### config.mk
export PLATFORM = sky130hd
export DESIGN_NAME = mdio_master_flat
export DESIGN_NICKNAME = d
export VERILOG_FILES = /design/src/rtl/mdio_master_if.sv /design/src/rtl/mdio_master.sv /design/src/flat_wrapper.sv
export SDC_FILE = /design/constraint.sdc
export NUM_CORES = 1
export LEC_CHECK = 0
export BUFFER_PORTS_ARGS = -buffer_cell sky130_fd_sc_hd__buf_2
export CAP_MARGIN = 5
export CORE_MARGIN = 8
export CORE_UTILIZATION = 57
export DETAILED_ROUTE_END_ITERATION = 8
export PLACE_DENSITY = 0.79
export SYNTH_ARGS = -nofsm -noshare
export SYNTH_HDL_FRONTEND = slang
export SYNTH_SLANG_ARGS = --single-unit
### constraint.sdc
create_clock -name clk -period 4.17 [get_ports clk]
set_input_delay 0.6255 -clock clk [delete_from_list [all_inputs] [get_ports clk]]
set_output_delay 0.6255 -clock clk [all_outputs]
set_load 0.05 [all_outputs]
### src/rtl/mdio_master_if.sv
// Host/PHY-side bundle for mdio_master.
// DUT connects through slave, host-side logic through master.
interface mdio_master_if;
  logic        start;
  logic        c45;
  logic [1:0]  op;
  logic        no_preamble;
  logic [4:0]  phy_addr;
  logic [4:0]  reg_addr;
  logic [15:0] write_data;
  logic        mdio_in;
  logic        mdio_out;
  logic        mdio_oe;
  logic        mdc;
  logic [15:0] read_data;
  logic        read_valid;
  logic        error;
  logic        busy;
  logic        done;

  modport slave (
    input  start, c45, op, no_preamble,
    input  phy_addr, reg_addr, write_data,
    input  mdio_in,
    output mdio_out, mdio_oe, mdc,
    output read_data, read_valid,
    output error, busy, done
  );

  modport master (
    output start, c45, op, no_preamble,
    output phy_addr, reg_addr, write_data,
    output mdio_in,
    input  mdio_out, mdio_oe, mdc,
    input  read_data, read_valid,
    input  error, busy, done
  );
endinterface

### src/rtl/mdio_master.sv
// MDIO management frame master (Clause 22, optional Clause 45).
// One bit per MDC period: drive on low-half start, sample on mdc rise.
module mdio_master #(
  parameter int unsigned CLK_DIV      = 4,
  parameter int unsigned PREAMBLE_LEN = 32,
  parameter bit          SUPPORT_C45  = 1'b1
) (
  input  logic clk,
  input  logic reset,
  mdio_master_if.slave bus
);
  typedef enum logic [3:0] {
    IDLE, PRE, ST, OP, PA, RA, TA, DATA, FIN
  } state_e;

  localparam logic [8:0] HALF    = 9'(CLK_DIV - 1);
  localparam logic [8:0] LAST    = 9'(2 * CLK_DIV - 1);
  localparam logic [5:0] PRE_TOP = 6'(PREAMBLE_LEN - 1);

  state_e      state_q, state_d, ns;
  logic [8:0]  div_q, div_d;
  logic [5:0]  bit_q, bit_d, nb;
  logic        c45_q, c45_d;
  logic [1:0]  op_q, op_d;
  logic        rd_q, rd_d;
  logic [4:0]  pa_q, pa_d;
  logic [4:0]  ra_q, ra_d;
  logic [15:0] wd_q, wd_d;
  logic [15:0] sh_q, sh_d;
  logic        taerr_q, taerr_d;
  logic        mdc_q, mdc_d;
  logic        out_q, out_d;
  logic        oe_q, oe_d;
  logic        busy_q, busy_d;
  logic        done_q, done_d;
  logic        err_q, err_d;
  logic        rv_q, rv_d;
  logic [15:0] rdata_q, rdata_d;
  logic        illegal;

  function automatic logic [5:0] top_of(state_e s);
    case (s)
      PRE:        return PRE_TOP;
      ST, OP, TA: return 6'd1;
      PA, RA:     return 6'd4;
      DATA:       return 6'd15;
      default:    return 6'd0;
    endcase
  endfunction

  function automatic state_e next_of(state_e s);
    case (s)
      PRE:     return ST;
      ST:      return OP;
      OP:      return PA;
      PA:      return RA;
      RA:      return TA;
      TA:      return DATA;
      DATA:    return FIN;
      default: return IDLE;
    endcase
  endfunction

  assign illegal = bus.c45 ? !SUPPORT_C45
                 : (bus.op == 2'b00 || bus.op == 2'b11);

  always_comb begin
    state_d = state_q;
    div_d   = div_q;
    bit_d   = bit_q;
    c45_d   = c45_q;
    op_d    = op_q;
    rd_d    = rd_q;
    pa_d    = pa_q;
    ra_d    = ra_q;
    wd_d    = wd_q;
    sh_d    = sh_q;
    taerr_d = taerr_q;
    mdc_d   = mdc_q;
    out_d   = out_q;
    oe_d    = oe_q;
    busy_d  = busy_q;
    done_d  = 1'b0;
    err_d   = 1'b0;
    rv_d    = 1'b0;
    rdata_d = rdata_q;
    ns      = state_q;
    nb      = bit_q;
    if (state_q == IDLE) begin
      mdc_d = 1'b0;
      oe_d  = 1'b0;
      out_d = 1'b1;
      if (bus.start) begin
        if (illegal) begin
          done_d = 1'b1;
          err_d  = 1'b1;
        end else begin
          c45_d   = bus.c45;
          op_d    = bus.op;
          rd_d    = bus.op[1];
          pa_d    = bus.phy_addr;
          ra_d    = bus.reg_addr;
          wd_d    = bus.write_data;
          taerr_d = 1'b0;
          busy_d  = 1'b1;
          div_d   = 9'd0;
          oe_d    = 1'b1;
          if (bus.no_preamble) begin
            state_d = ST;
            bit_d   = 6'd1;
            out_d   = 1'b0;
          end else begin
            state_d = PRE;
            bit_d   = PRE_TOP;
          end
        end
      end
    end else begin
      div_d = div_q + 9'd1;
      if (div_q == HALF) begin
        mdc_d = 1'b1;
        if (rd_q && state_q == TA && bit_q == 6'd0)
          taerr_d = bus.mdio_in;
        if (rd_q && state_q == DATA)
          sh_d = {sh_q[14:0], bus.mdio_in};
      end
      if (div_q == LAST) begin
        div_d = 9'd0;
        mdc_d = 1'b0;
        if (bit_q == 6'd0) begin
          ns = next_of(state_q);
          nb = top_of(ns);
        end else begin
          nb = bit_q - 6'd1;
        end
        state_d = ns;
        bit_d   = nb;
        oe_d    = 1'b1;
        out_d   = 1'b1;
        // Value placed here is the one for the bit about to start.
        case (ns)
          PRE:  out_d = 1'b1;
          ST:   out_d = ~c45_q & ~nb[0];
          OP:   out_d = op_q[nb[0]];
          PA:   out_d = pa_q[nb[2:0]];
          RA:   out_d = ra_q[nb[2:0]];
          TA: begin
            if (rd_q) oe_d = 1'b0;
            else      out_d = nb[0];
          end
          DATA: begin
            if (rd_q) oe_d = 1'b0;
            else      out_d = wd_q[nb[3:0]];
          end
          default: oe_d = 1'b0;
        endcase
        if (ns == IDLE) begin
          busy_d = 1'b0;
          done_d = 1'b1;
          if (rd_q && taerr_q) begin
            err_d = 1'b1;
          end else if (rd_q) begin
            rv_d    = 1'b1;
            rdata_d = sh_q;
          end
        end
      end
    end
  end

  always_ff @(posedge clk or negedge reset) begin
    if (!reset) begin
      state_q <= IDLE;
      div_q   <= '0;
      bit_q   <= '0;
      c45_q   <= 1'b0;
      op_q    <= '0;
      rd_q    <= 1'b0;
      pa_q    <= '0;
      ra_q    <= '0;
      wd_q    <= '0;
      sh_q    <= '0;
      taerr_q <= 1'b0;
      mdc_q   <= 1'b0;
      out_q   <= 1'b1;
      oe_q    <= 1'b0;
      busy_q  <= 1'b0;
      done_q  <= 1'b0;
      err_q   <= 1'b0;
      rv_q    <= 1'b0;
      rdata_q <= '0;
    end else begin
      state_q <= state_d;
      div_q   <= div_d;
      bit_q   <= bit_d;
      c45_q   <= c45_d;
      op_q    <= op_d;
      rd_q    <= rd_d;
      pa_q    <= pa_d;
      ra_q    <= ra_d;
      wd_q    <= wd_d;
      sh_q    <= sh_d;
      taerr_q <= taerr_d;
      mdc_q   <= mdc_d;
      out_q   <= out_d;
      oe_q    <= oe_d;
      busy_q  <= busy_d;
      done_q  <= done_d;
      err_q   <= err_d;
      rv_q    <= rv_d;
      rdata_q <= rdata_d;
    end
  end

  assign bus.mdc        = mdc_q;
  assign bus.mdio_out   = out_q;
  assign bus.mdio_oe    = oe_q;
  assign bus.busy       = busy_q;
  assign bus.done       = done_q;
  assign bus.error      = err_q;
  assign bus.read_valid = rv_q;
  assign bus.read_data  = rdata_q;
endmodule

### src/flat_wrapper.sv
// flat-port wrapper written by rule: the top's interface ports become plain ports
module mdio_master_flat 
#(
  parameter int unsigned CLK_DIV      = 4,
  parameter int unsigned PREAMBLE_LEN = 32,
  parameter bit          SUPPORT_C45  = 1'b1
)
  (clk, reset, bus_start, bus_c45, bus_op, bus_no_preamble, bus_phy_addr, bus_reg_addr, bus_write_data, bus_mdio_in, bus_mdio_out, bus_mdio_oe, bus_mdc, bus_read_data, bus_read_valid, bus_error, bus_busy, bus_done);
  mdio_master_if bus_i ();
  input  logic clk;
  input  logic reset;
  input wire logic [$bits(bus_i.start)-1:0] bus_start;
  input wire logic [$bits(bus_i.c45)-1:0] bus_c45;
  input wire logic [$bits(bus_i.op)-1:0] bus_op;
  input wire logic [$bits(bus_i.no_preamble)-1:0] bus_no_preamble;
  input wire logic [$bits(bus_i.phy_addr)-1:0] bus_phy_addr;
  input wire logic [$bits(bus_i.reg_addr)-1:0] bus_reg_addr;
  input wire logic [$bits(bus_i.write_data)-1:0] bus_write_data;
  input wire logic [$bits(bus_i.mdio_in)-1:0] bus_mdio_in;
  output wire logic [$bits(bus_i.mdio_out)-1:0] bus_mdio_out;
  output wire logic [$bits(bus_i.mdio_oe)-1:0] bus_mdio_oe;
  output wire logic [$bits(bus_i.mdc)-1:0] bus_mdc;
  output wire logic [$bits(bus_i.read_data)-1:0] bus_read_data;
  output wire logic [$bits(bus_i.read_valid)-1:0] bus_read_valid;
  output wire logic [$bits(bus_i.error)-1:0] bus_error;
  output wire logic [$bits(bus_i.busy)-1:0] bus_busy;
  output wire logic [$bits(bus_i.done)-1:0] bus_done;
  assign bus_i.start = bus_start;
  assign bus_i.c45 = bus_c45;
  assign bus_i.op = bus_op;
  assign bus_i.no_preamble = bus_no_preamble;
  assign bus_i.phy_addr = bus_phy_addr;
  assign bus_i.reg_addr = bus_reg_addr;
  assign bus_i.write_data = bus_write_data;
  assign bus_i.mdio_in = bus_mdio_in;
  assign bus_mdio_out = bus_i.mdio_out;
  assign bus_mdio_oe = bus_i.mdio_oe;
  assign bus_mdc = bus_i.mdc;
  assign bus_read_data = bus_i.read_data;
  assign bus_read_valid = bus_i.read_valid;
  assign bus_error = bus_i.error;
  assign bus_busy = bus_i.busy;
  assign bus_done = bus_i.done;
  mdio_master #(.CLK_DIV(CLK_DIV), .PREAMBLE_LEN(PREAMBLE_LEN), .SUPPORT_C45(SUPPORT_C45)) u_core (.clk(clk), .reset(reset), .bus(bus_i));
endmodule
Word level (Yosys, flattened, before mapping)
Index checks and enable logic that the tools add are counted.
{"block": "word_totals", "ff_bits": 89, "wordCells": 156, "output_inout_bits": 23, "in_bits": 34}
{"block": "classes", "mux": 75, "add_sub_neg": 2, "magnitude_cmp": 3, "n_reduce_logical": 25, "n_bitwise": 6, "n_eq_ne": 26}
{"op": "$eq 4x3->1 const B", "n": 12}
{"op": "$mux 1", "n": 45}
{"op": "$mux 6", "n": 7}
{"op": "$mux 4", "n": 10}
{"op": "$mux 9", "n": 4}
{"op": "$pmux 4 s7", "n": 1}
{"op": "$eq 4x2->1 const B", "n": 6}
{"op": "$pmux 5 s4", "n": 1}
{"op": "$eq 4x1->1 const B", "n": 3}
{"op": "$add 9x1->9 const B", "n": 1}
{"op": "$eq 9x2->1 const B", "n": 1}
{"op": "$eq 9x3->1 const B", "n": 1}
{"op": "$reduce_and 3->1", "n": 3}
{"op": "$logic_not 4->1", "n": 2}
{"op": "$reduce_and 4->1", "n": 2}
{"op": "$reduce_bool 2->1", "n": 4}
{"op": "$bmux 1 s3", "n": 2}
{"op": "$logic_not 6->1", "n": 1}
{"op": "$pmux 1 s6", "n": 1}
{"op": "$sub 6x1->6 const B", "n": 1}
{"op": "$lt 4x5->1 const B", "n": 1}
{"op": "$mux 5", "n": 1}
{"op": "$not 1->1", "n": 5}
{"op": "$reduce_and 5->1", "n": 1}
{"op": "16 further kinds", "n": 21}

Logic depth before layout (Yosys ltp)
Gate-level depths: netlist of the first run.
{"block": "depth", "ltp_word": 17, "mapped_depth": 11}

Worst setup path after synthesis of the first run
Ideal clock, no wire load.
{"block": "synth_path", "path_type": "flip-flop to flip-flop", "startpoint": "register u_core.bit_q[0]", "endpoint": "register u_core.out_q, in the netlist u_core.bus.mdio_out", "setup_ps": 82, "path_slack_ps": 1158, "synth_period_minus_slack_ps": 3012, "stages_incl_launch_ff": 11, "t_arrival_ps": 2930, "path_buffers": 1, "required_time_ps": 4088, "path_cell_list": "dfrtp_1 clkbuf_1 inv_1 ha_1 nand2b_1 or4_1 o21ai_2 mux4_2 or3_1 a32o_1 a211o_1"}
{"block": "synth_between", "elab_chain_cells": 10}
{"element": "from (decl)", "line": "mdio_master.sv:22", "text": "logic [5:0] bit_q, bit_d, nb;"}
{"element": "from (signal assigned)", "line": "mdio_master.sv:195", "text": "bit_q <= bit_d;"}
{"element": "$sub 6x1->6 or $logic_not 6->1 (tied branches)", "line": "mdio_master.sv:134, mdio_master.sv:130"}
{"element": "$mux 6", "line": "mdio_master.sv:130", "text": "if (bit_q == 6'd0) begin"}
{"element": "$mux 6", "line": "mdio_master.sv:127", "text": "if (div_q == LAST) begin"}
{"element": "$mux 6", "line": "mdio_master.sv:89", "text": "if (state_q == IDLE) begin"}
{"element": "$bmux 1 s4", "line": "mdio_master.sv:153", "text": "else out_d = wd_q[nb[3:0]];"}
{"element": "$mux 1 (not written as such)", "line": "mdio_master.sv:153"}
{"element": "$mux 1", "line": "mdio_master.sv:152", "text": "if (rd_q) oe_d = 1'b0;"}
{"element": "$pmux 1 s6 (*)", "line": "mdio_master.sv:141", "text": "case (ns)"}
{"element": "$mux 1 (*)", "line": "mdio_master.sv:127"}
{"element": "$mux 1 (*)", "line": "mdio_master.sv:89"}
{"element": "to (signal assigned)", "line": "mdio_master.sv:205", "text": "out_q <= out_d;"}
{"element": "to (decl)", "line": "mdio_master.sv:32", "text": "logic out_q, out_d;"}
Every way passes the cells marked *; elsewhere a longest branch is shown, timed or not. The select of a mux whose other input is x is not followed.
A chain may end at the register's enable or synchronous reset.

Worst setup path in the final report of the first run
Same ends and word-level chain as after synthesis.

==> metrics.txt, run 1 <==
FP Rows 31; WP data required 4.46 ns; Post-synth EDFFs 0; clock power share 0.197; Final Setup Violations 0; top post-synthesis cells by count 87 x dfrtp_1, 53 x mux2_2, 31 x nand2_1; critical-path maximum fanout 10; setup TNS 0 ns; DR pass1 iterations 5; initial antenna violation count 0; CP Launch Type register; max-slew violations 0; number of top-level pins 57; clk sinks 88; Clock Pin Slew Worst Setup and Hold Paths 0.10 ns; Critical Path Start u_core.bit_q[0]; GR Overflow Total 0; ant diodes 0; Tcrit/Tclk final 0.787; Routed Antenna Nets 0; filler cell count 570; Seq/Total Area, Yosys 0.521; CTS H-tree depth 3; Peak supply drop between 0.3 and 0.4 mV; largest cells by area after synthesis dfrtp_1 51%, mux2_2 14%, nand2_1 2.8%, o21ai_0 2.6%, mux2_1 2.4%; final net count 456; post-DP HPWL about 6600 um; reg-to-reg startpoint u_core.bit_q[0]; number of synthesized register bits 88; area leader, netlist dfrtp_1; postcts setup bufs 0; Synth Cell Area 4230 um2; crit end category register; Synth Flop Type dfrtp_1; post-route cell area 4790 um2; Net Sw Frac 0.391; CTS Root Cell clkbuf_8; Die ar. 10400 um2; Pleak 2.25 nW; most frequent cell after synthesis dfrtp_1; DR vias 3125; number of buffers created by CTS 9; vias in the first global route 3203; Netlist cell types 61; CTS tree done; clk_lat worst skew 0.36 ns; gr usage total 0.191; critical path class register to register; Worst Setup EP u_core.bus.mdio_out; worst reg2reg endpoint u_core.bus.mdio_out; DR vias/cell around 6; DR WL/cell roughly 18 um; DIE WIDTH between 100 and 150 um; Fmax 0.305 GHz; worst-margin pin slew 0.847 ns; yosys warns 0; asr flop ratio synth 1.00; sequential power share 0.440; first-pass GRT wire length approximately 16000 um; RSZ-0062 raised after global routing false; Initial Utilization 0.586; placed instance area 4590 um2; PortBufs 56; power per cell area 622 nW/um2; Fin. Hold Viols 0; min Tclk post-route 3.28 ns; Total Routed Length 9180 um; net switching power 1.16 mW; Placer Congestion 0.937; register area 2200 um2; largest net degree at the start of global routing 57; deepest clock path buffer count 2; setup slack, reg-to-reg 0.89 ns; area delta synth->final 13.3%; Max Cap Viol 0; Core Area 7210 um2; ratio of cells with drive above 1 in the final layout 0.337; Worst slew margin 0.435; hold_buf cts 0; clk_skew 0.0127 ns; area of the multi-input gates between 1500 and 2000 um2; CTS resizes 0; Int Pwr 1.81 mW; drt initial violations between 200 and 250; outcome finished clean; Comb pwr share 0.363; DRC 0; syn nets approximately 400; Hold WC Path Type primary input to async pin; DIE HEIGHT 102 um; Yosys top cell area share 0.515; Post-Synthesis Cells 364; arrival time at the worst endpoint between 3 and 4 ns; Synth Area per Inst 11.6 um2; r2r worst-path depth 9
critical path, cell delays in order (launching register included):
cell and delay [ns]:
dfrtp_1 0.51, inv_1 0.15, ha_1 0.20, nand2b_1 0.19, or4_1 0.66, o21ai_2 0.24, mux4_2 0.38, or3_1 0.31
a32o_1 0.28, a211o_1 0.29
per-layer routing:
layer,track usage,part of all wire,vias up
met4,0.0677,0.011,0
met5,0,0,-
met3,0.0429,0.072,11
met1,0.257,0.45,1544
li1,-,-,1451
met2,0.296,0.46,119
logic make-up after synthesis:
family,after synthesis,synth area share
xor gates and xnor gates,4,0.00829
muxes,67,0.187
DFF,88,0.521
AOI/OAI and AO/OA,79,0.132
buffers and inverters,24,0.0252
and+or+nand+nor,99,0.118
adders and majority gates,3,0.00888
sequential cells by signal (all words and copies together) (netlist names), 2 cells and up:
name	cells
u_core.pa_q	5
u_core.state_q	4
u_core.op_q	2
u_core.div_q	9
u_core.bit_q	6
u_core.wd_q	16
u_core.sh_q	16
u_core.ra_q	5
u_core.bus.read_data	16
stage by stage:
step	setup WS (ns)	utilization	hold WS (ns)	std cells	total power [mW]
finish	0.888	0.664	0.288	523	2.98
global placement	1.03	0.636	0.467	507	2.36
global route	0.707	0.664	0.344	523	3.16
CTS	0.895	0.664	0.317	523	2.98
detailed placement	0.932	0.636	0.469	507	2.39
floorplan	1.16	-	0.330	364	2.12
cell type report:
type | count | share of cell area
tap | 99 | 0.0259
clock buffer | 9 | 0.0259
timing repair buffer | 61 | 0.0669
sequential | 88 | 0.460
clock inverter | 7 | 0.0157
multi-input combinational | 252 | 0.400
inverter | 7 | 0.00548
how the worst min path moves through the flow:
stage                             from                       to  slack (ns)  depth (start not counted)
6_report                         reset          u_core.bit_q[5]        0.29                          1
5_1_grt                          reset          u_core.bit_q[1]        0.34                          1
4_1_cts                          reset          u_core.bit_q[5]        0.32                          1
3_5_place_dp   u_core.bus.read_data[9]  u_core.bus.read_data[9]        0.47                          1
3_3_place_gp   u_core.bus.read_data[8]  u_core.bus.read_data[8]        0.47                          1
2_1_floorplan                    reset          u_core.bit_q[0]        0.33                          0
power by group through the flow:
stage	registers (mW)	logic [mW]	clock network, mW
5_1_grt	1.34	1.18	0.631
3_5_place_dp	1.32	1.07	0
2_1_floorplan	1.27	0.847	0
4_1_cts	1.30	1.08	0.593
3_3_place_gp	1.31	1.05	0
6_report	1.31	1.08	0.586
cell usage in the layout (no fill, tap or decap), types with 3 or more instances in the layout:
cell,synthesis,routed
a21oi_1,11,11
a22oi_1,3,3
a31oi_1,5,5
buf_2,1,55
buf_4,0,6
clkbuf_8,0,9
dfrtp_1,87,87
ha_1,3,3
inv_1,7,7
inv_8,0,3
mux2_1,9,9
mux2_2,53,53
nand2_1,31,31
nand2b_1,4,4
nand3_1,11,11
nor2_1,22,22
nor3_1,6,6
o211ai_1,3,3
o21ai_0,22,22
o22ai_1,4,4
o31ai_1,3,3
o41ai_1,4,4
or3_1,5,5
xnor2_1,3,3
(Power assumes the default switching activity.)
==> run 2, diff against run 1 <==
--- a/config.mk
+++ b/config.mk
@@ -8,9 +8,9 @@
 export BUFFER_PORTS_ARGS = -buffer_cell sky130_fd_sc_hd__buf_2
 export CAP_MARGIN = 5
 export CORE_MARGIN = 8
-export CORE_UTILIZATION = 57
+export CORE_UTILIZATION = 52
 export DETAILED_ROUTE_END_ITERATION = 8
-export PLACE_DENSITY = 0.79
+export PLACE_DENSITY = 0.76
 export SYNTH_ARGS = -nofsm -noshare
 export SYNTH_HDL_FRONTEND = slang
 export SYNTH_SLANG_ARGS = --single-unit
==> constraint.sdc (replaced) <==
create_clock -name clk -period 2.9 [get_ports clk]
set_input_delay 0.435 -clock clk [delete_from_list [all_inputs] [get_ports clk]]
set_output_delay 0.435 -clock clk [all_outputs]
set_load 0.05 [all_outputs]
==> run 2 against run 1 <==
Critical path depth shrank 2. Global-route usage shrank 0.95 points. Cell count grew 4.6%. Wire length grew 5.3%. Clock power grew 52%. Power grew 52%. Via count grew 3.3%. Core utilization shrank 4.5 points. Clock skew grew 0.0010 ns. Setup slack lost 0.78 ns. Largest power group unchanged.
==> metrics.txt, run 2 (synthesized netlist as in run 1, its figures left out) <==
outcome finished clean; Post-Layout Cell Count 547; Routed Antenna Nets 0; critical path class register to register; Util after Layout 0.619; CTS Root Cell clkbuf_8; CTS resizes 0; r2r worst-path depth 7; DRC 0; Hold WS 0.0622 ns; PnR worst setup slack roughly 0.11 ns; power per cell area 908 nW/um2; DIE WIDTH roughly 110 um; Max Cap Viol 0; placed instance area 4770 um2; final net count roughly 470; FP Rows 33; setup TNS 0 ns; Placement Setup Slack 0.131 ns; number of top-level pins 57; DR vias/cell 5.90; vias in the first global route 3249; Final Setup Violations 0; Placer Congestion 0.912; Worst path max stage delay 0.59 ns; CP Launch Type register; CTS tree done; worst path cell trace or3_1 -> or4_4 -> o21ai_4 -> mux4_2 -> or3_1 -> a32o_1 -> a211o_1; GR Overflow Total 0; commonest cells after routing, fill and taps aside 87 x dfrtp_1, 55 x buf_2, 53 x mux2_2; Post-Place Cells 531; largest net degree at the start of global routing 46; CP most frequent cell or3_1; clk_lat worst skew between 0.3 and 0.4 ns; DIE HEIGHT around 110 um; initial antenna violation count 0; hold_buf cts 0; drt initial violations 271; ratio of cells with drive above 1 in the final layout 0.371; register area 2200 um2; Fmax 0.358 GHz; DR WL/cell approximately 18 um; stages on the worst setup path 7; number of buffers created by CTS 9; post-route cell area around 5000 um2; Tcrit/Tclk final 0.963; PortBufs 56; Pleak between 2 and 2.5 nW; RSZ-0062 raised after global routing false; Initial Utilization 0.525; Clock Pin Slew Worst Setup and Hold Paths ~0.090 ns; filler cell count 648; area of the multi-input gates 1940 um2; Fin. Hold Viols 0; Total Routed Length 9670 um; gr usage total 0.181; Final Power 4.52 mW; Core Area 8050 um2; clk sinks 88; deepest clock path buffer count 2; Hold WC Path Type primary input to async pin; critical path's slowest cell or4_4; arrival time at the worst endpoint 3.08 ns; DR vias 3228; most common cell after layout, fill and taps aside dfrtp_1; area delta synth->final 17.8%; ant diodes 0; min Tclk post-route around 2.8 ns; CTS H-tree depth 3; first-pass GRT wire length around 17000 um; worst-margin pin slew 0.650 ns; clk_skew between 0.01 and 0.015 ns; post-DP HPWL 6980 um; Worst slew margin 0.565; max-slew violations 0; cell family with the largest share of critical-path delay simple AND/OR/NAND/NOR gates; crit end category register; DR pass1 iterations 6; WP data required 3.19 ns; critical-path maximum fanout 6; worst path bufs/invs 0; postcts setup bufs 0; Peak supply drop 0.505 mV; Die ar. between 10000 and 15000 um2
## run 2: cell type report
type,count,share of cell area
clock buffer,10,0.0276
clock inverter,6,0.0151
inverter,7,0.00528
multi-input combinational,252,0.389
sequential,88,0.442
tap,105,0.0264
timing repair buffer,79,0.0939
## run 2: routing by layer
metal,GRT usage,vias up,part of all wire,routed length (um)
met3,0.0454,24,0.058,561
li1,-,1498,-,-
met4,0.0663,0,0.022,212
met1,0.245,1574,0.45,4310
met2,0.277,132,0.47,4580
met5,0,-,0,0
## run 2: path summary, 6_finish.rpt
check                                 endpoint         startpoint  slack (ns)
hold reg to reg                u_core.div_q[8]    u_core.div_q[8]        0.48
hold / removal                  u_core.wd_q[7]              reset        0.06
setup / recovery           u_core.bus.mdio_out    u_core.bit_q[3]        0.11
setup reg to reg           u_core.bus.mdio_out    u_core.bit_q[3]        0.11
min in group clk                u_core.wd_q[3]  bus_write_data[3]        0.31
max in group asynchronous      u_core.wd_q[14]              reset        2.12
## run 2: where the power goes
| part | total, mW | leakage (nW) | switching [mW] | internal [mW] |
|---|---|---|---|---|
| Clock | 0.892 | 0.105 | 0.458 | 0.434 |
| Combinational | 1.79 | 1.12 | 0.952 | 0.836 |
| Sequential | 1.84 | 1.13 | 0.282 | 1.56 |
| Total | 4.52 | 2.35 | 1.69 | 2.83 |
## run 2: worst register-to-register path, stage by stage, from the launching register on
cell     delay, ns
dfrtp_1       0.44
or3_1         0.40
or4_4         0.59
o21ai_4       0.11
mux4_2        0.30
or3_1         0.32
a32o_1        0.27
a211o_1       0.29
